[config.mk]
export PLATFORM = sky130hd
export DESIGN_NAME = aq_pump_sequencer
export DESIGN_NICKNAME = d
export VERILOG_FILES = /design/src/rtl/aq_pkg.sv /design/src/rtl/aq_tick_gen.sv /design/src/rtl/aq_pump_sequencer.sv
export SDC_FILE = /design/constraint.sdc
export NUM_CORES = 1
export LEC_CHECK = 0
export CORE_ASPECT_RATIO = 0.75
export CORE_UTILIZATION = 25
export DETAILED_ROUTE_END_ITERATION = 10
export SLEW_MARGIN = 20
export SYNTH_ARGS = -nofsm -noshare
export SYNTH_HDL_FRONTEND = slang
export SYNTH_SLANG_ARGS = --single-unit
[constraint.sdc]
create_clock -name clk -period 7.55 [get_ports clk]
set_input_delay 1.51 -clock clk [delete_from_list [all_inputs] [get_ports clk]]
set_output_delay 1.51 -clock clk [all_outputs]
set_load 0.03 [all_outputs]
[src/rtl/aq_pkg.sv]
// Shared definitions for the aquarium pump blocks.
// The tick constant is also used by the controller's 1 s evaluation counter.
package aq_pkg;

    localparam int unsigned AQ_TICK_DIV = 50000000;

    typedef enum logic [2:0] {
        ST_IDLE     = 3'd0,
        ST_RUN_HOT  = 3'd1,
        ST_RUN_COLD = 3'd2,
        ST_DEAD     = 3'd3,
        ST_COOL     = 3'd4
    } aq_state_e;

endpackage

[src/rtl/aq_tick_gen.sv]
// 1 s tick prescaler with synchronous restart, usable by any aquarium block.
// tick is high for one cycle each time the count reaches TICK_DIV-1.
import aq_pkg::*;

module aq_tick_gen #(
    parameter int unsigned TICK_DIV = AQ_TICK_DIV
) (
    input  logic clk,
    input  logic clr,
    input  logic restart,
    output logic tick
);

    localparam int unsigned W = (TICK_DIV > 1) ? $clog2(TICK_DIV) : 1;
    localparam logic [W-1:0] LAST = W'(TICK_DIV - 1);

    logic [W-1:0] cnt;

    always_ff @(posedge clk or posedge clr) begin
        if (clr) begin
            cnt <= '0;
        end else if (restart || cnt == LAST) begin
            cnt <= '0;
        end else begin
            cnt <= cnt + 1'b1;
        end
    end

    // Not gated by restart: the caller derives restart from tick.
    assign tick = (cnt == LAST);

endmodule

[src/rtl/aq_pump_sequencer.sv]
// Hot/cold pump sequencer: mutual exclusion, minimum on-time, dead-time,
// max run with forced cool-down, and a water-level interlock.
//
// state       | meaning
// ------------+------------------------------------------------
// ST_IDLE     | pumps off, waiting for a single request
// ST_RUN_HOT  | hot pump on
// ST_RUN_COLD | cold pump on
// ST_DEAD     | both off for DEAD_TIME ticks after a run ends
// ST_COOL     | both off for COOLDOWN ticks after a MAX_ON expiry
import aq_pkg::*;

module aq_pump_sequencer #(
    parameter int unsigned TICK_DIV  = AQ_TICK_DIV,
    parameter int unsigned MIN_ON    = 5,
    parameter int unsigned DEAD_TIME = 2,
    parameter int unsigned MAX_ON    = 60,
    parameter int unsigned COOLDOWN  = 10
) (
    input  logic       clk,
    input  logic       clr,
    input  logic       req_hot,
    input  logic       req_cold,
    input  logic       water_ok,
    output logic       pump_hot,
    output logic       pump_cold,
    output logic       conflict,
    output logic       dry_fault,
    output logic [2:0] state
);

    localparam logic [7:0] MIN_ON_C   = 8'(MIN_ON);
    localparam logic [7:0] DEAD_C     = 8'(DEAD_TIME);
    localparam logic [7:0] MAX_ON_C   = 8'(MAX_ON);
    localparam logic [7:0] COOLDOWN_C = 8'(COOLDOWN);

    aq_state_e  state_q, state_d;
    logic [7:0] tick_cnt, elapsed;
    logic       tick, restart, dry_d, own_req, opp_req;

    assign restart = (state_d != state_q);

    aq_tick_gen #(.TICK_DIV(TICK_DIV)) u_tick_gen (
        .clk     (clk),
        .clr     (clr),
        .restart (restart),
        .tick    (tick)
    );

    // Look ahead by the current tick so an N-tick interval ends exactly
    // N*TICK_DIV cycles after state entry.
    assign elapsed = (tick && tick_cnt != 8'hFF) ? tick_cnt + 8'd1 : tick_cnt;

    assign own_req = (state_q == ST_RUN_HOT) ? req_hot  : req_cold;
    assign opp_req = (state_q == ST_RUN_HOT) ? req_cold : req_hot;

    always_comb begin
        state_d = state_q;
        dry_d   = dry_fault;
        case (state_q)
            ST_IDLE: begin
                if (water_ok) begin
                    dry_d = 1'b0;
                    if (req_hot && !req_cold)      state_d = ST_RUN_HOT;
                    else if (req_cold && !req_hot) state_d = ST_RUN_COLD;
                end
            end
            ST_RUN_HOT, ST_RUN_COLD: begin
                if (!water_ok) begin
                    state_d = ST_DEAD;
                    dry_d   = 1'b1;
                end else if (elapsed == MAX_ON_C) begin
                    state_d = ST_COOL;
                end else if (elapsed >= MIN_ON_C && (!own_req || opp_req)) begin
                    state_d = ST_DEAD;
                end
            end
            ST_DEAD: if (elapsed == DEAD_C)     state_d = ST_IDLE;
            ST_COOL: if (elapsed == COOLDOWN_C) state_d = ST_IDLE;
            default: state_d = ST_IDLE;
        endcase
    end

    always_ff @(posedge clk or posedge clr) begin
        if (clr) begin
            state_q   <= ST_IDLE;
            tick_cnt  <= 8'd0;
            pump_hot  <= 1'b0;
            pump_cold <= 1'b0;
            dry_fault <= 1'b0;
        end else begin
            state_q   <= state_d;
            tick_cnt  <= restart ? 8'd0 : elapsed;
            pump_hot  <= (state_d == ST_RUN_HOT);
            pump_cold <= (state_d == ST_RUN_COLD);
            dry_fault <= dry_d;
        end
    end

    assign conflict = (state_q == ST_IDLE) && req_hot && req_cold;
    assign state    = state_q;

endmodule

Yosys cells after proc, flatten, opt, wreduce, memory -nomap -nowiden
Cells that the tools add are included.
{ "word_totals": {"register_bits": 40, "latch_bits": 0, "ramBits": 0, "mem_bits_ro": 0, "input_bits": 5, "out_inout_bits": 7, "word_cells": 55, "n_memories": 0} }
{ "classes": {"n_addsub": 2, "multipliers": 0, "n_div": 0, "magnitude_cmp": 1, "eq_ne": 14, "shift": 0, "n_mux": 17, "n_bitwise": 0, "reduce_logical": 15} }
{ "ops": {"columns": ["cell", "count"], "rows": [
  ["$add 26x1->26 const B", 1],
  ["$eq 26x26->1 const B", 1],
  ["$mux 26", 1],
  ["$mux 3", 8],
  ["$mux 8", 2],
  ["$pmux 3 s4", 1],
  ["$eq 3x2->1 const B", 3],
  ["$add 8x1->8 const B", 1],
  ["$eq 8x2->1 const B", 1],
  ["$eq 8x4->1 const B", 1],
  ["$eq 8x6->1 const B", 1],
  ["$ge 8x3->1 const B", 1],
  ["$ne 8x8->1 const B", 1],
  ["$eq 3x1->1 const B", 2],
  ["$logic_and 1x1->1", 6],
  ["$mux 1", 4],
  ["$ne 2x2->1 const B", 2],
  ["$eq 3x3->1 const B", 1],
  ["$logic_not 1->1", 3],
  ["$logic_not 3->1", 1],
  ["$ne 3x3->1", 1],
  ["$reduce_and 3->1", 1],
  ["$logic_or 1x1->1", 2],
  ["$pmux 1 s2", 1],
  ["2 further kinds", 2]
]} }

Depth between registers and ports, before layout
Gate-level depths: netlist of run 1.
{ "depth": {"depth_word": 12, "depth_mapped": 11, "mapped_depth_nobuf": 9} }

Cells and area by module
A second synthesis of run 1 with hierarchy kept.
{ "hier_totals": {"hier_cells": 262, "hier_area_um2": 2397.3} }
{ "by_module_without_submodules": {"columns": ["mod", "instances", "cells_each", "area_per_inst_um2"], "rows": [
  ["aq_tick_gen", 1, 143, 1356.3],
  ["aq_pump_sequencer", 1, 119, 1041.0]
]} }

Least setup slack after synthesis of run 1
No wires, ideal clock.
{ "synth_timing": {"kind": "in2out", "from": "input port req_hot", "to": "output port conflict", "arrival_ns": 1.862, "slack_ns": 4.178, "stages": 1, "n_path_buf": 0, "cell_sequence": "and4_1"} }
{ "synth_via": {"elab_chain_cells": 2} }
{ "synth_rtl": {"columns": ["item", "line", "rtl"], "rows": [
  ["start, declared", "aq_pump_sequencer.sv:22", "input logic req_hot,"],
  ["$logic_and 1x1->1 (2 in a row)", "aq_pump_sequencer.sv:100", "assign conflict = (state_q == ST_IDLE) && req_hot && req_cold;"],
  ["end, declared", "aq_pump_sequencer.sv:27", "output logic conflict,"]
]} }
No other way between the ends.

Final worst setup path of run 1
Ends and elaborated chain as after synthesis.

==> metrics.txt, run 1 <==
# TYPE chip_impl_metric gauge
chip_impl_metric{name="met3_wirelength",unit="um"} 380
chip_impl_metric{name="synth_enable_flop_cells",unit=""} 0
chip_impl_info{name="synth_top_cell_by_area",value="sky130_fd_sc_hd__dfrtp_1"} 1
chip_impl_metric{name="netlist-cell-type-count",unit=""} 63
chip_impl_metric{name="maximum_buffer_depth_of_the_clock_tree",unit=""} 2
chip_impl_metric{name="cts_setup_buffers",unit=""} 0
chip_impl_metric{name="floorplan.die.height",unit="um"} 98.1
chip_impl_metric{name="first_pass_detailed_route_iteration_total",unit=""} 4
chip_impl_metric{name="worstPathBufferInverterCount",unit=""} 2
chip_impl_metric{name="worstPathArrival",unit="ps"} 2870
chip_impl_metric{name="post-route-drc-count",unit=""} 0
chip_impl_info{name="synthFlopType",value="sky130_fd_sc_hd__dfrtp_1"} 1
chip_impl_metric{name="mappedNetlistArea",unit="um2"} 3080
chip_impl_metric{name="antenna_cells_inserted",unit=""} 0
chip_impl_info{name="crit_path_cell_trace",value="clkdlybuf4s50_1 > and4_1 > clkdlybuf4s50_1"} 1
chip_impl_metric{name="final.setup_skew",unit="ps"} 10.0
chip_impl_info{name="r2r_start",value="tick_cnt[0]"} 1
chip_impl_info{name="holdPathEnd",value="dry_fault"} 1
chip_impl_info{name="top_library_cells_by_usage_in_the_layout_fill_and_taps_aside",value="40 x sky130_fd_sc_hd__nand2_1, 40 x sky130_fd_sc_hd__dfrtp_1, 28 x sky130_fd_sc_hd__nor4_2, 23 x sky130_fd_sc_hd__nor2_1, 20 x sky130_fd_sc_hd__nand3_1"} 1
chip_impl_metric{name="grt_pass1_vias",unit=""} 2438
chip_impl_metric{name="synth-seq-area-share",unit="%"} 32.5
chip_impl_metric{name="r2r_slack",unit="ps"} 3210
chip_impl_metric{name="first_pass_grt_wire_length",unit="um"} 12300
chip_impl_metric{name="mappedNetlistNets",unit=""} 347
chip_impl_metric{name="globalRouteOverflowTotal",unit=""} 0
chip_impl_info{name="worstHoldStart",value="dry_fault"} 1
chip_impl_metric{name="post_detail_place_hpwl",unit="um"} 4930
chip_impl_metric{name="post-route-period-util",unit="%"} 58.1
chip_impl_info{name="critPathMostFrequentCell",value="sky130_fd_sc_hd__clkdlybuf4s50_1"} 1
chip_impl_metric{name="cap_violations",unit=""} 0
chip_impl_metric{name="grt_max_degree",unit=""} 41
chip_impl_info{name="clockRootBuffer",value="sky130_fd_sc_hd__clkbuf_16"} 1
chip_impl_metric{name="report.final.slew_viol_count",unit=""} 0
chip_impl_info{name="result_of_the_run",value="finished, final reports clean"} 1
chip_impl_metric{name="drt_first_iter_violations",unit=""} 270
chip_impl_metric{name="clock_tree_sinks",unit=""} 40
chip_impl_metric{name="vdd.ir_drop.worst",unit="uV"} 125
chip_impl_metric{name="synth_largest_type_area_fraction",unit="%"} 32.5
chip_impl_metric{name="floorplan.initialDensity",unit="%"} 26.1
chip_impl_info{name="rsz0062_at_grt",value="no"} 1
chip_impl_metric{name="die_area",unit="um2"} 12800
chip_impl_metric{name="clkLatencyLatePin",unit="ps"} 290
chip_impl_info{name="worst-setup-path-type",value="input pin to primary output"} 1
chip_impl_metric{name="number_of_antenna_violations_at_the_first_check_in_global_routing",unit=""} 0
chip_impl_metric{name="layout-area-overhead-vs-synth",unit="%"} 13.0
chip_impl_metric{name="port_buffers",unit=""} 11
chip_impl_metric{name="syn-mean-instance-area",unit="um2"} 9.06
chip_impl_metric{name="worstPathMaxFanout",unit=""} 4
chip_impl_metric{name="numCtsBuffers",unit=""} 5
chip_impl_info{name="highest-signal-layer",value="met4"} 1
chip_impl_info{name="crit_path_top_delay_cell",value="sky130_fd_sc_hd__clkdlybuf4s50_1"} 1
chip_impl_metric{name="pre_cts_slack",unit="ps"} 3160
chip_impl_metric{name="route.layer.met1.wl",unit="um"} 3600
chip_impl_metric{name="rows",unit=""} 34
chip_impl_metric{name="clock_tree.htree_level_count",unit=""} 2
chip_impl_metric{name="postSynthRegisterBits",unit=""} 40
chip_impl_metric{name="floorplan.io_pins",unit=""} 12
chip_impl_metric{name="setup-tns-final",unit="ps"} 0
chip_impl_metric{name="proportion_of_synthesized_flip_flops_having_asynchronous_set_or_reset",unit="%"} 100
chip_impl_metric{name="cts.reportedPaths.clkPinSlew",unit="ps"} 60
chip_impl_metric{name="achievable-frequency",unit="MHz"} 228
chip_impl_metric{name="post_synth_inst_count",unit=""} 340
chip_impl_metric{name="power.leakage",unit="nW"} 1.25
chip_impl_metric{name="whs_path_depth",unit=""} 2
chip_impl_metric{name="hold_viol_final",unit=""} 0
chip_impl_metric{name="total_vias_in_the_final_route",unit=""} 2621
chip_impl_metric{name="globalRouteTotalUtil",unit="%"} 11.9
chip_impl_metric{name="design_power_total",unit="W"} 0.000836
chip_impl_info{name="cts_tree",value="built"} 1
chip_impl_metric{name="worst_path_largest_cell_delay",unit="ps"} 660
chip_impl_info{name="min_path_type",value="flip-flop to flip-flop"} 1
chip_impl_metric{name="timing.slew.headroom",unit="%"} 37.0
chip_impl_metric{name="wl_per_cell",unit="um"} 14.1
chip_impl_metric{name="min_cycle_time_layout",unit="ps"} 4380
chip_impl_metric{name="syn_warnings",unit=""} 0
chip_impl_metric{name="worstRegToRegCells",unit=""} 9
chip_impl_metric{name="timing.final.ws_setup",unit="ps"} 3170
chip_impl_metric{name="setup_viol",unit=""} 0
chip_impl_metric{name="finalWirelength",unit="um"} 7070
chip_impl_metric{name="drt.antenna.violating_nets",unit=""} 0
chip_impl_metric{name="drt-vias-per-instance",unit=""} 5.22
chip_impl_info{name="sort_of_element_at_the_end_of_the_critical_path",value="primary output"} 1
chip_impl_metric{name="num-nets-final",unit=""} 346
chip_impl_metric{name="hold_slack",unit="ps"} 548
chip_impl_info{name="worst_r2r_endpoint",value="tick_cnt[3]"} 1
chip_impl_info{name="synth.area.top_cells",value="sky130_fd_sc_hd__dfrtp_1 33%, sky130_fd_sc_hd__nor4_2 11%, sky130_fd_sc_hd__nand2_1 4.9%"} 1
chip_impl_metric{name="cts-resized-gates",unit=""} 0
chip_impl_metric{name="fillers",unit=""} 1232
chip_impl_info{name="worst_setup_start_kind",value="input pin"} 1
chip_impl_info{name="crit_family",value="buffers and inverters"} 1
chip_impl_metric{name="routabilityCongestion",unit=""} 0.853
chip_impl_metric{name="core_area",unit="um2"} 11800
chip_impl_metric{name="die_w",unit="um"} 130
chip_impl_metric{name="worst-slew-pin-transition",unit="ps"} 945
chip_impl_metric{name="layoutNonFillerInstCount",unit=""} 502
chip_impl_metric{name="detail_route_met2_wl",unit="um"} 3010
chip_impl_metric{name="dp.cells",unit=""} 493
chip_impl_metric{name="power_per_cell_area",unit="nW/um2"} 240
chip_impl_metric{name="worst_ep_required",unit="ps"} 6040
chip_impl_metric{name="holdBufCountCts",unit=""} 0
chip_impl_metric{name="post_route_cells_drive_above_1_share",unit="%"} 15.9
worst max path at each step:
stage,endpoint,slack (ps),cells past startpoint,start
floorplan,conflict,4180,1,req_hot
global placement,conflict,3170,3,req_hot
detailed placement,conflict,3160,3,req_hot
CTS,conflict,3160,3,req_hot
global route,tick_cnt[5],2770,9,tick_cnt[0]
finish,conflict,3170,3,req_hot
logic make-up after synthesis:
group / count (synthesis) / synth area share (%)
compound gates: 58 / 13.2
xor+xnor: 28 / 7.96
fa+ha+maj: 2 / 0.813
buf+inv: 31 / 5.12
flops: 40 / 32.5
mux: 7 / 2.48
simple gates: 174 / 38.0
Yosys cell counts, types with 2 or more instances:
library cell and count:
sky130_fd_sc_hd__o211ai_1 2, sky130_fd_sc_hd__a211o_1 3, sky130_fd_sc_hd__inv_1 8, sky130_fd_sc_hd__mux2i_1 5, sky130_fd_sc_hd__and4_1 4, sky130_fd_sc_hd__nand2_1 40, sky130_fd_sc_hd__clkbuf_1 11, sky130_fd_sc_hd__nand4_1 9
sky130_fd_sc_hd__ha_1 2, sky130_fd_sc_hd__nor3_1 6, sky130_fd_sc_hd__buf_2 6, sky130_fd_sc_hd__dfrtp_1 40, sky130_fd_sc_hd__buf_6 4, sky130_fd_sc_hd__xnor2_1 17, sky130_fd_sc_hd__nand3_1 21, sky130_fd_sc_hd__a31oi_1 4
sky130_fd_sc_hd__a32oi_1 2, sky130_fd_sc_hd__nor4_2 28, sky130_fd_sc_hd__nand3b_1 2, sky130_fd_sc_hd__o31a_1 2, sky130_fd_sc_hd__xor2_1 11, sky130_fd_sc_hd__o21ai_0 11, sky130_fd_sc_hd__nor2_1 24, sky130_fd_sc_hd__a21oi_1 14
sky130_fd_sc_hd__and3_1 4, sky130_fd_sc_hd__nor2b_1 7, sky130_fd_sc_hd__a211oi_1 5, sky130_fd_sc_hd__nor4_1 5, sky130_fd_sc_hd__and2_1 4, sky130_fd_sc_hd__nand2b_1 5, sky130_fd_sc_hd__or3_1 2
per-layer routing:
metal  track usage (%)  vias up
met1              17.7     1280
met3              2.68       10
met5                 0        -
met4              2.59        0
met2              17.1       72
li1                  -     1259
worst min-delay path, delay by kind of cell, from the launching register on:
family          cells  cell delay [ps]
flops               1              360
compound gates      1              100
simple gates        1               50
where the power goes:
part	switching, W	internal [W]
registers	0.0000299	0.000235
logic	0.000251	0.000103
clock network	0.0000867	0.000130
total	0.000367	0.000469
per-stage QoR:
step	area, um2	utilization [%]
floorplan	3080	-
global placement	3300	28.0
detailed placement	3300	28.0
CTS	3450	29.3
global route	3480	29.5
finish	3480	29.5
state kept, by name, indices dropped and copies added (netlist names):
register	flops
u_tick_gen.cnt	26
pump_cold	1
pump_hot	1
state	3
tick_cnt	8
dry_fault	1
final cells by class:
class                           count  area [um2]  area share [%]
Timing Repair Buffer               14         153            4.39
Sequential cell                    40        1000            28.8
Inverter                            9        33.8           0.971
Multi-Input combinational cell    269        1940            55.8
Tap cell                          162         203            5.82
Clock inverter                      2        10.0           0.288
Clock buffer                        6         139            3.99
Power figures use the tool's default switching activity.
==> inputs of run 2 (changes only) <==
Clock period 7.55 ns to 4.1 ns, I/O delays scaled along.
==> metrics.txt, run 2 (synthesis gave the netlist of run 1 again) <==
# TYPE chip_impl_metric gauge
chip_impl_info{name="result_of_the_run",value="finished, final reports clean"} 1
chip_impl_info{name="worst_r2r_endpoint",value="tick_cnt[3]"} 1
chip_impl_metric{name="sequential_cell_area",unit="um2"} 1000
chip_impl_metric{name="final.setup_skew",unit="ps"} 3.40
chip_impl_info{name="worstHoldStart",value="dry_fault"} 1
chip_impl_metric{name="num-nets-final",unit=""} 349
chip_impl_metric{name="worstPathArrival",unit="ps"} 3880
chip_impl_metric{name="core_area",unit="um2"} 11800
chip_impl_metric{name="post-route-period-util",unit="%"} 90.3
chip_impl_metric{name="wl_per_cell",unit="um"} 14.8
chip_impl_metric{name="worstPathMaxFanout",unit=""} 31
chip_impl_info{name="rsz0062_at_grt",value="no"} 1
chip_impl_metric{name="rows",unit=""} 34
chip_impl_info{name="highest-signal-layer",value="met4"} 1
chip_impl_metric{name="total_vias_in_the_final_route",unit=""} 2636
chip_impl_info{name="holdPathEnd",value="dry_fault"} 1
chip_impl_metric{name="cap_violations",unit=""} 0
chip_impl_metric{name="drt.antenna.violating_nets",unit=""} 0
chip_impl_info{name="top_register",value="u_tick_gen.cnt"} 1
chip_impl_metric{name="met3_wirelength",unit="um"} 471
chip_impl_metric{name="worst_ep_required",unit="ps"} 4280
chip_impl_metric{name="layoutNonFillerInstCount",unit=""} 505
chip_impl_metric{name="timing.slew.headroom",unit="%"} 54.7
chip_impl_metric{name="routabilityCongestion",unit=""} 0.916
chip_impl_metric{name="pre_cts_slack",unit="ps"} 454
chip_impl_info{name="cts_tree",value="built"} 1
chip_impl_metric{name="worst-slew-pin-transition",unit="ps"} 671
chip_impl_metric{name="worstRegToRegCells",unit=""} 9
chip_impl_metric{name="grt_pass1_vias",unit=""} 2409
chip_impl_metric{name="first_pass_detailed_route_iteration_total",unit=""} 4
chip_impl_metric{name="dp.cells",unit=""} 497
chip_impl_metric{name="setup_viol",unit=""} 0
chip_impl_metric{name="fillers",unit=""} 1242
chip_impl_metric{name="min_cycle_time_layout",unit="ps"} 3700
chip_impl_metric{name="drt_first_iter_violations",unit=""} 193
chip_impl_metric{name="hold_slack",unit="ps"} 557
chip_impl_metric{name="post_route_cells_drive_above_1_share",unit="%"} 16.3
chip_impl_info{name="sort_of_element_at_the_end_of_the_critical_path",value="flip-flop"} 1
chip_impl_metric{name="cts_setup_buffers",unit=""} 0
chip_impl_metric{name="report.final.slew_viol_count",unit=""} 0
chip_impl_metric{name="die_w",unit="um"} 130
chip_impl_info{name="min_path_type",value="flip-flop to flip-flop"} 1
chip_impl_info{name="crit_path_cell_trace",value="or4b_1 > nor4_4 > nand3_1 > o2bb2ai_1 > a32o_1 > a21boi_0 > o211ai_4 > buf_12 > nor4b_1"} 1
chip_impl_metric{name="r2r_slack",unit="ps"} 400
chip_impl_metric{name="largest_register_ffs",unit=""} 26
chip_impl_info{name="clockRootBuffer",value="sky130_fd_sc_hd__clkbuf_16"} 1
chip_impl_metric{name="floorplan.die.height",unit="um"} 98.1
chip_impl_metric{name="clkLatencyLatePin",unit="ps"} 290
chip_impl_metric{name="globalRouteTotalUtil",unit="%"} 12.3
chip_impl_info{name="worst-setup-path-type",value="flip-flop to flip-flop"} 1
chip_impl_metric{name="clock_tree_sinks",unit=""} 40
chip_impl_metric{name="first_pass_grt_wire_length",unit="um"} 12600
chip_impl_metric{name="post-route-drc-count",unit=""} 0
chip_impl_metric{name="floorplan.io_pins",unit=""} 12
chip_impl_metric{name="grt_max_degree",unit=""} 41
chip_impl_metric{name="clock_tree.htree_level_count",unit=""} 2
chip_impl_metric{name="numCtsBuffers",unit=""} 5
chip_impl_metric{name="cts-resized-gates",unit=""} 0
chip_impl_metric{name="hold_viol_final",unit=""} 0
chip_impl_info{name="r2r_start",value="u_tick_gen.cnt[9]"} 1
chip_impl_metric{name="route.layer.met1.wl",unit="um"} 3840
chip_impl_info{name="crit_family",value="simple AND/OR/NAND/NOR gates"} 1
chip_impl_metric{name="maximum_buffer_depth_of_the_clock_tree",unit=""} 2
chip_impl_metric{name="holdBufCountCts",unit=""} 0
chip_impl_info{name="crit_start",value="u_tick_gen.cnt[9]"} 1
chip_impl_info{name="worst_setup_start_kind",value="flip-flop"} 1
chip_impl_info{name="crit_path_top_delay_cell",value="sky130_fd_sc_hd__or4b_1"} 1
chip_impl_metric{name="die_area",unit="um2"} 12800
chip_impl_metric{name="timing.final.ws_setup",unit="ps"} 397
chip_impl_metric{name="whs_path_depth",unit=""} 2
chip_impl_metric{name="finalWirelength",unit="um"} 7490
chip_impl_metric{name="antenna_cells_inserted",unit=""} 0
chip_impl_info{name="top_library_cells_by_usage_in_the_layout_fill_and_taps_aside",value="40 x sky130_fd_sc_hd__nand2_1, 40 x sky130_fd_sc_hd__dfrtp_1, 28 x sky130_fd_sc_hd__nor4_2, 23 x sky130_fd_sc_hd__nor2_1, 20 x sky130_fd_sc_hd__nand3_1"} 1
chip_impl_metric{name="worst_path_largest_cell_delay",unit="ps"} 640
chip_impl_metric{name="post_detail_place_hpwl",unit="um"} 5320
chip_impl_metric{name="power_per_cell_area",unit="nW/um2"} 456
chip_impl_metric{name="multi_input_comb_area",unit="um2"} 1940
chip_impl_metric{name="power.leakage",unit="nW"} 1.28
chip_impl_metric{name="drt-vias-per-instance",unit=""} 5.22
chip_impl_metric{name="globalRouteOverflowTotal",unit=""} 0
chip_impl_metric{name="achievable-frequency",unit="MHz"} 270
chip_impl_metric{name="worstPathBufferInverterCount",unit=""} 1
chip_impl_metric{name="port_buffers",unit=""} 11
chip_impl_metric{name="vdd.ir_drop.worst",unit="uV"} 335
chip_impl_metric{name="detail_route_met2_wl",unit="um"} 3140
chip_impl_metric{name="cts.reportedPaths.clkPinSlew",unit="ps"} 60
chip_impl_metric{name="floorplan.initialDensity",unit="%"} 26.1
chip_impl_metric{name="layout-area-overhead-vs-synth",unit="%"} 14.8
chip_impl_metric{name="number_of_antenna_violations_at_the_first_check_in_global_routing",unit=""} 0
chip_impl_metric{name="setup-tns-final",unit="ps"} 0
[run 2: worst register-to-register path, cell delays in order (launching register included)]
cell and delay [ps]:
sky130_fd_sc_hd__dfrtp_1 410, sky130_fd_sc_hd__or4b_1 640, sky130_fd_sc_hd__nor4_4 540, sky130_fd_sc_hd__nand3_1 310, sky130_fd_sc_hd__o2bb2ai_1 220, sky130_fd_sc_hd__a32o_1 260, sky130_fd_sc_hd__a21boi_0 540, sky130_fd_sc_hd__o211ai_4 160
sky130_fd_sc_hd__buf_12 220, sky130_fd_sc_hd__nor4b_1 300
[run 2: worst max path at each step]
stage	cells past startpoint	endpoint	slack (ps)
floorplan	9	u_tick_gen.cnt[20]	950
global placement	10	tick_cnt[3]	530
detailed placement	9	u_tick_gen.cnt[7]	450
CTS	9	u_tick_gen.cnt[7]	410
global route	10	u_tick_gen.cnt[7]	170
finish	9	tick_cnt[3]	400
[run 2: layout make-up]
type / count / share of cell area (%)
clock buffers: 6 / 3.64
repair buffers: 17 / 5.45
clock inverters: 2 / 0.991
inverters: 9 / 0.955
multi-input cells: 269 / 54.9
flip-flops and latches: 40 / 28.3
well taps: 162 / 5.73
[run 2: layer usage]
metal  up-vias  GRT usage [%]
li1       1267              -
met1      1290           19.3
met2        74           17.3
met3         5           2.74
met4         0           1.61
met5         -              0
[run 2: stage by stage]
stage	power (W)	util, %	area (um2)
2_1_floorplan	0.000978	-	3080
3_3_place_gp	0.00117	28.6	3370
3_5_place_dp	0.00117	28.6	3370
5_1_grt	0.00169	30.0	3540
6_report	0.00161	30.0	3540
4_1_cts	0.00161	30.0	3540
[run 2: power by group]
part           switching, W  internal (W)
combinational      0.000461      0.000218
sequential        0.0000559      0.000433
clock              0.000158      0.000286
total              0.000675      0.000937
==> inputs of run 3 (changes only) <==
Settings changed: DONT_BUFFER_PORTS from default to 1.
==> metrics.txt, run 3 (synthesis gave the netlist of run 1 again) <==
# TYPE chip_impl_metric gauge
chip_impl_metric{name="floorplan.io_pins",unit=""} 12
chip_impl_info{name="rsz0062_at_grt",value="no"} 1
chip_impl_metric{name="floorplan.die.height",unit="um"} 98.1
chip_impl_metric{name="setup_viol",unit=""} 0
chip_impl_info{name="top_register",value="u_tick_gen.cnt"} 1
chip_impl_metric{name="num-nets-final",unit=""} 339
chip_impl_info{name="crit_path_cell_trace",value="ha_1 > nand3_1 > nor4_1 > a2111o_1 > a21boi_1 > nor2_1 > a31oi_1 > nand3_2 > buf_12 > nor4_2"} 1
chip_impl_info{name="worst-setup-path-type",value="flip-flop to flip-flop"} 1
chip_impl_metric{name="grt_max_degree",unit=""} 41
chip_impl_metric{name="drt_first_iter_violations",unit=""} 151
chip_impl_info{name="crit_family",value="simple AND/OR/NAND/NOR gates"} 1
chip_impl_info{name="worst_setup_start_kind",value="flip-flop"} 1
chip_impl_metric{name="cts.reportedPaths.clkPinSlew",unit="ps"} 60
chip_impl_metric{name="pre_cts_slack",unit="ps"} 500
chip_impl_metric{name="worst-slew-pin-transition",unit="ps"} 643
chip_impl_metric{name="layoutNonFillerInstCount",unit=""} 495
chip_impl_info{name="cts_tree",value="built"} 1
chip_impl_metric{name="pwr-share-comb",unit="%"} 39.0
chip_impl_metric{name="finalWirelength",unit="um"} 7460
chip_impl_metric{name="worst_ep_required",unit="ps"} 4280
chip_impl_metric{name="vdd.ir_drop.worst",unit="uV"} 342
chip_impl_metric{name="power_switching_share",unit="%"} 43.6
chip_impl_metric{name="number_of_antenna_violations_at_the_first_check_in_global_routing",unit=""} 0
chip_impl_metric{name="grt_pass1_vias",unit=""} 2466
chip_impl_info{name="top_library_cells_by_usage_in_the_layout_fill_and_taps_aside",value="40 x sky130_fd_sc_hd__nand2_1, 40 x sky130_fd_sc_hd__dfrtp_1, 28 x sky130_fd_sc_hd__nor4_2, 23 x sky130_fd_sc_hd__nor2_1, 20 x sky130_fd_sc_hd__nand3_1"} 1
chip_impl_metric{name="cts-resized-gates",unit=""} 0
chip_impl_metric{name="layout-area-overhead-vs-synth",unit="%"} 10.9
chip_impl_info{name="sort_of_element_at_the_end_of_the_critical_path",value="flip-flop"} 1
chip_impl_metric{name="timing.slew.headroom",unit="%"} 56.7
chip_impl_metric{name="antenna_cells_inserted",unit=""} 0
chip_impl_metric{name="total_vias_in_the_final_route",unit=""} 2526
chip_impl_metric{name="setup-tns-final",unit="ps"} 0
chip_impl_metric{name="worstRegToRegCells",unit=""} 10
chip_impl_metric{name="timing.final.ws_setup",unit="ps"} 433
chip_impl_metric{name="worstPathMaxFanout",unit=""} 19
chip_impl_metric{name="die_w",unit="um"} 130
chip_impl_metric{name="final.setup_skew",unit="ps"} 5.81
chip_impl_metric{name="drt-vias-per-instance",unit=""} 5.10
chip_impl_metric{name="power.sequential.fraction",unit="%"} 35.2
chip_impl_metric{name="clock_tree.htree_level_count",unit=""} 2
chip_impl_metric{name="die_area",unit="um2"} 12800
chip_impl_metric{name="largest_register_ffs",unit=""} 26
chip_impl_metric{name="r2r_slack",unit="ps"} 430
chip_impl_metric{name="design_power_total",unit="W"} 0.00152
chip_impl_metric{name="worstPathBufferInverterCount",unit=""} 1
chip_impl_metric{name="switching_pwr",unit="W"} 0.000663
chip_impl_metric{name="cap_violations",unit=""} 0
chip_impl_metric{name="globalRouteOverflowTotal",unit=""} 0
chip_impl_metric{name="hold_slack",unit="ps"} 551
chip_impl_metric{name="post-route-drc-count",unit=""} 0
chip_impl_metric{name="min_cycle_time_layout",unit="ps"} 3670
chip_impl_metric{name="post-route-period-util",unit="%"} 89.4
chip_impl_metric{name="post_route_cells_drive_above_1_share",unit="%"} 16.8
chip_impl_metric{name="report.final.slew_viol_count",unit=""} 0
chip_impl_metric{name="core_area",unit="um2"} 11800
chip_impl_metric{name="hold_viol_final",unit=""} 0
chip_impl_metric{name="achievable-frequency",unit="MHz"} 273
chip_impl_metric{name="holdBufCountCts",unit=""} 0
chip_impl_info{name="crit_path_top_delay_cell",value="sky130_fd_sc_hd__nor4_1"} 1
chip_impl_metric{name="worst_path_largest_cell_delay",unit="ps"} 600
chip_impl_metric{name="drt.antenna.violating_nets",unit=""} 0
chip_impl_metric{name="cts_setup_buffers",unit=""} 0
chip_impl_metric{name="fillers",unit=""} 1248
chip_impl_metric{name="post_detail_place_hpwl",unit="um"} 5250
chip_impl_info{name="clockRootBuffer",value="sky130_fd_sc_hd__clkbuf_16"} 1
chip_impl_metric{name="power.internal",unit="W"} 0.000857
chip_impl_metric{name="power.leakage",unit="nW"} 1.23
chip_impl_metric{name="first_pass_grt_wire_length",unit="um"} 12900
chip_impl_info{name="result_of_the_run",value="finished, final reports clean"} 1
chip_impl_metric{name="first_pass_detailed_route_iteration_total",unit=""} 4
chip_impl_metric{name="routabilityCongestion",unit=""} 0.903
chip_impl_metric{name="clock_tree_sinks",unit=""} 40
chip_impl_metric{name="rows",unit=""} 34
chip_impl_metric{name="floorplan.initialDensity",unit="%"} 26.1
chip_impl_metric{name="critical_path_depth",unit=""} 10
chip_impl_metric{name="power_per_cell_area",unit="nW/um2"} 445
chip_impl_metric{name="dp.cells",unit=""} 487
chip_impl_metric{name="port_buffers",unit=""} 0
chip_impl_info{name="min_path_type",value="input pin to async pin"} 1
chip_impl_metric{name="globalRouteTotalUtil",unit="%"} 12.5
chip_impl_metric{name="maximum_buffer_depth_of_the_clock_tree",unit=""} 2
chip_impl_metric{name="wl_per_cell",unit="um"} 15.1
chip_impl_metric{name="clkLatencyLatePin",unit="ps"} 280
chip_impl_metric{name="worstPathArrival",unit="ps"} 3850
chip_impl_metric{name="share_clk_of_total_power",unit="%"} 25.8
chip_impl_metric{name="numCtsBuffers",unit=""} 5
run 3: cell types whose count changed in the layout (fill, tap and decap cells not counted), sizes merged:
| cell | change |
|---|---|
| buf | +1 |
| bufinv | -1 |
| clkbuf | +2 |
| clkdlybuf4s50 | -11 |
| clkinv | -1 |
run 3: power groups by stage:
| stage | Sequential, W | Combinational [W] | Clock (W) |
|---|---|---|---|
| final | 0.000536 | 0.000592 | 0.000392 |
| after detailed placement | 0.000544 | 0.000591 | 0 |
| after floorplan | 0.000509 | 0.000469 | 0 |
| after global routing | 0.000544 | 0.000642 | 0.000421 |
| after CTS | 0.000536 | 0.000593 | 0.000402 |
| after global placement | 0.000541 | 0.000578 | 0 |
run 3: path summary, 6_finish.rpt:
check,from,to
min,clr,u_tick_gen.cnt[12]
min in group clk,u_tick_gen.cnt[23],u_tick_gen.cnt[23]
max,tick_cnt[0],u_tick_gen.cnt[6]
max reg2reg,tick_cnt[0],u_tick_gen.cnt[6]
min reg2reg,u_tick_gen.cnt[23],u_tick_gen.cnt[23]
max in group asynchronous,clr,state[1]
run 3: cell type report:
class	count	area [um2]	area share, %
well taps	162	203	5.93
repair buffers	7	90.1	2.64
multi-input cells	269	1940	56.8
flip-flops and latches	40	1000	29.3
inverters	9	33.8	0.989
clock buffers	8	146	4.29
run 3: stage by stage:
| step | utilization, % | cell area, um2 |
|---|---|---|
| floorplan | - | 3080 |
| global placement | 27.7 | 3270 |
| detailed placement | 27.7 | 3270 |
| CTS | 29.0 | 3420 |
| global route | 29.0 | 3420 |
| finish | 29.0 | 3420 |
run 3: routing by layer:
layer	global-route usage (%)	vias up	wire (um)
li1	-	1242	-
met1	19.4	1222	3930
met2	18.0	55	3110
met3	2.25	7	373
met4	1.97	0	50
met5	0	-	0
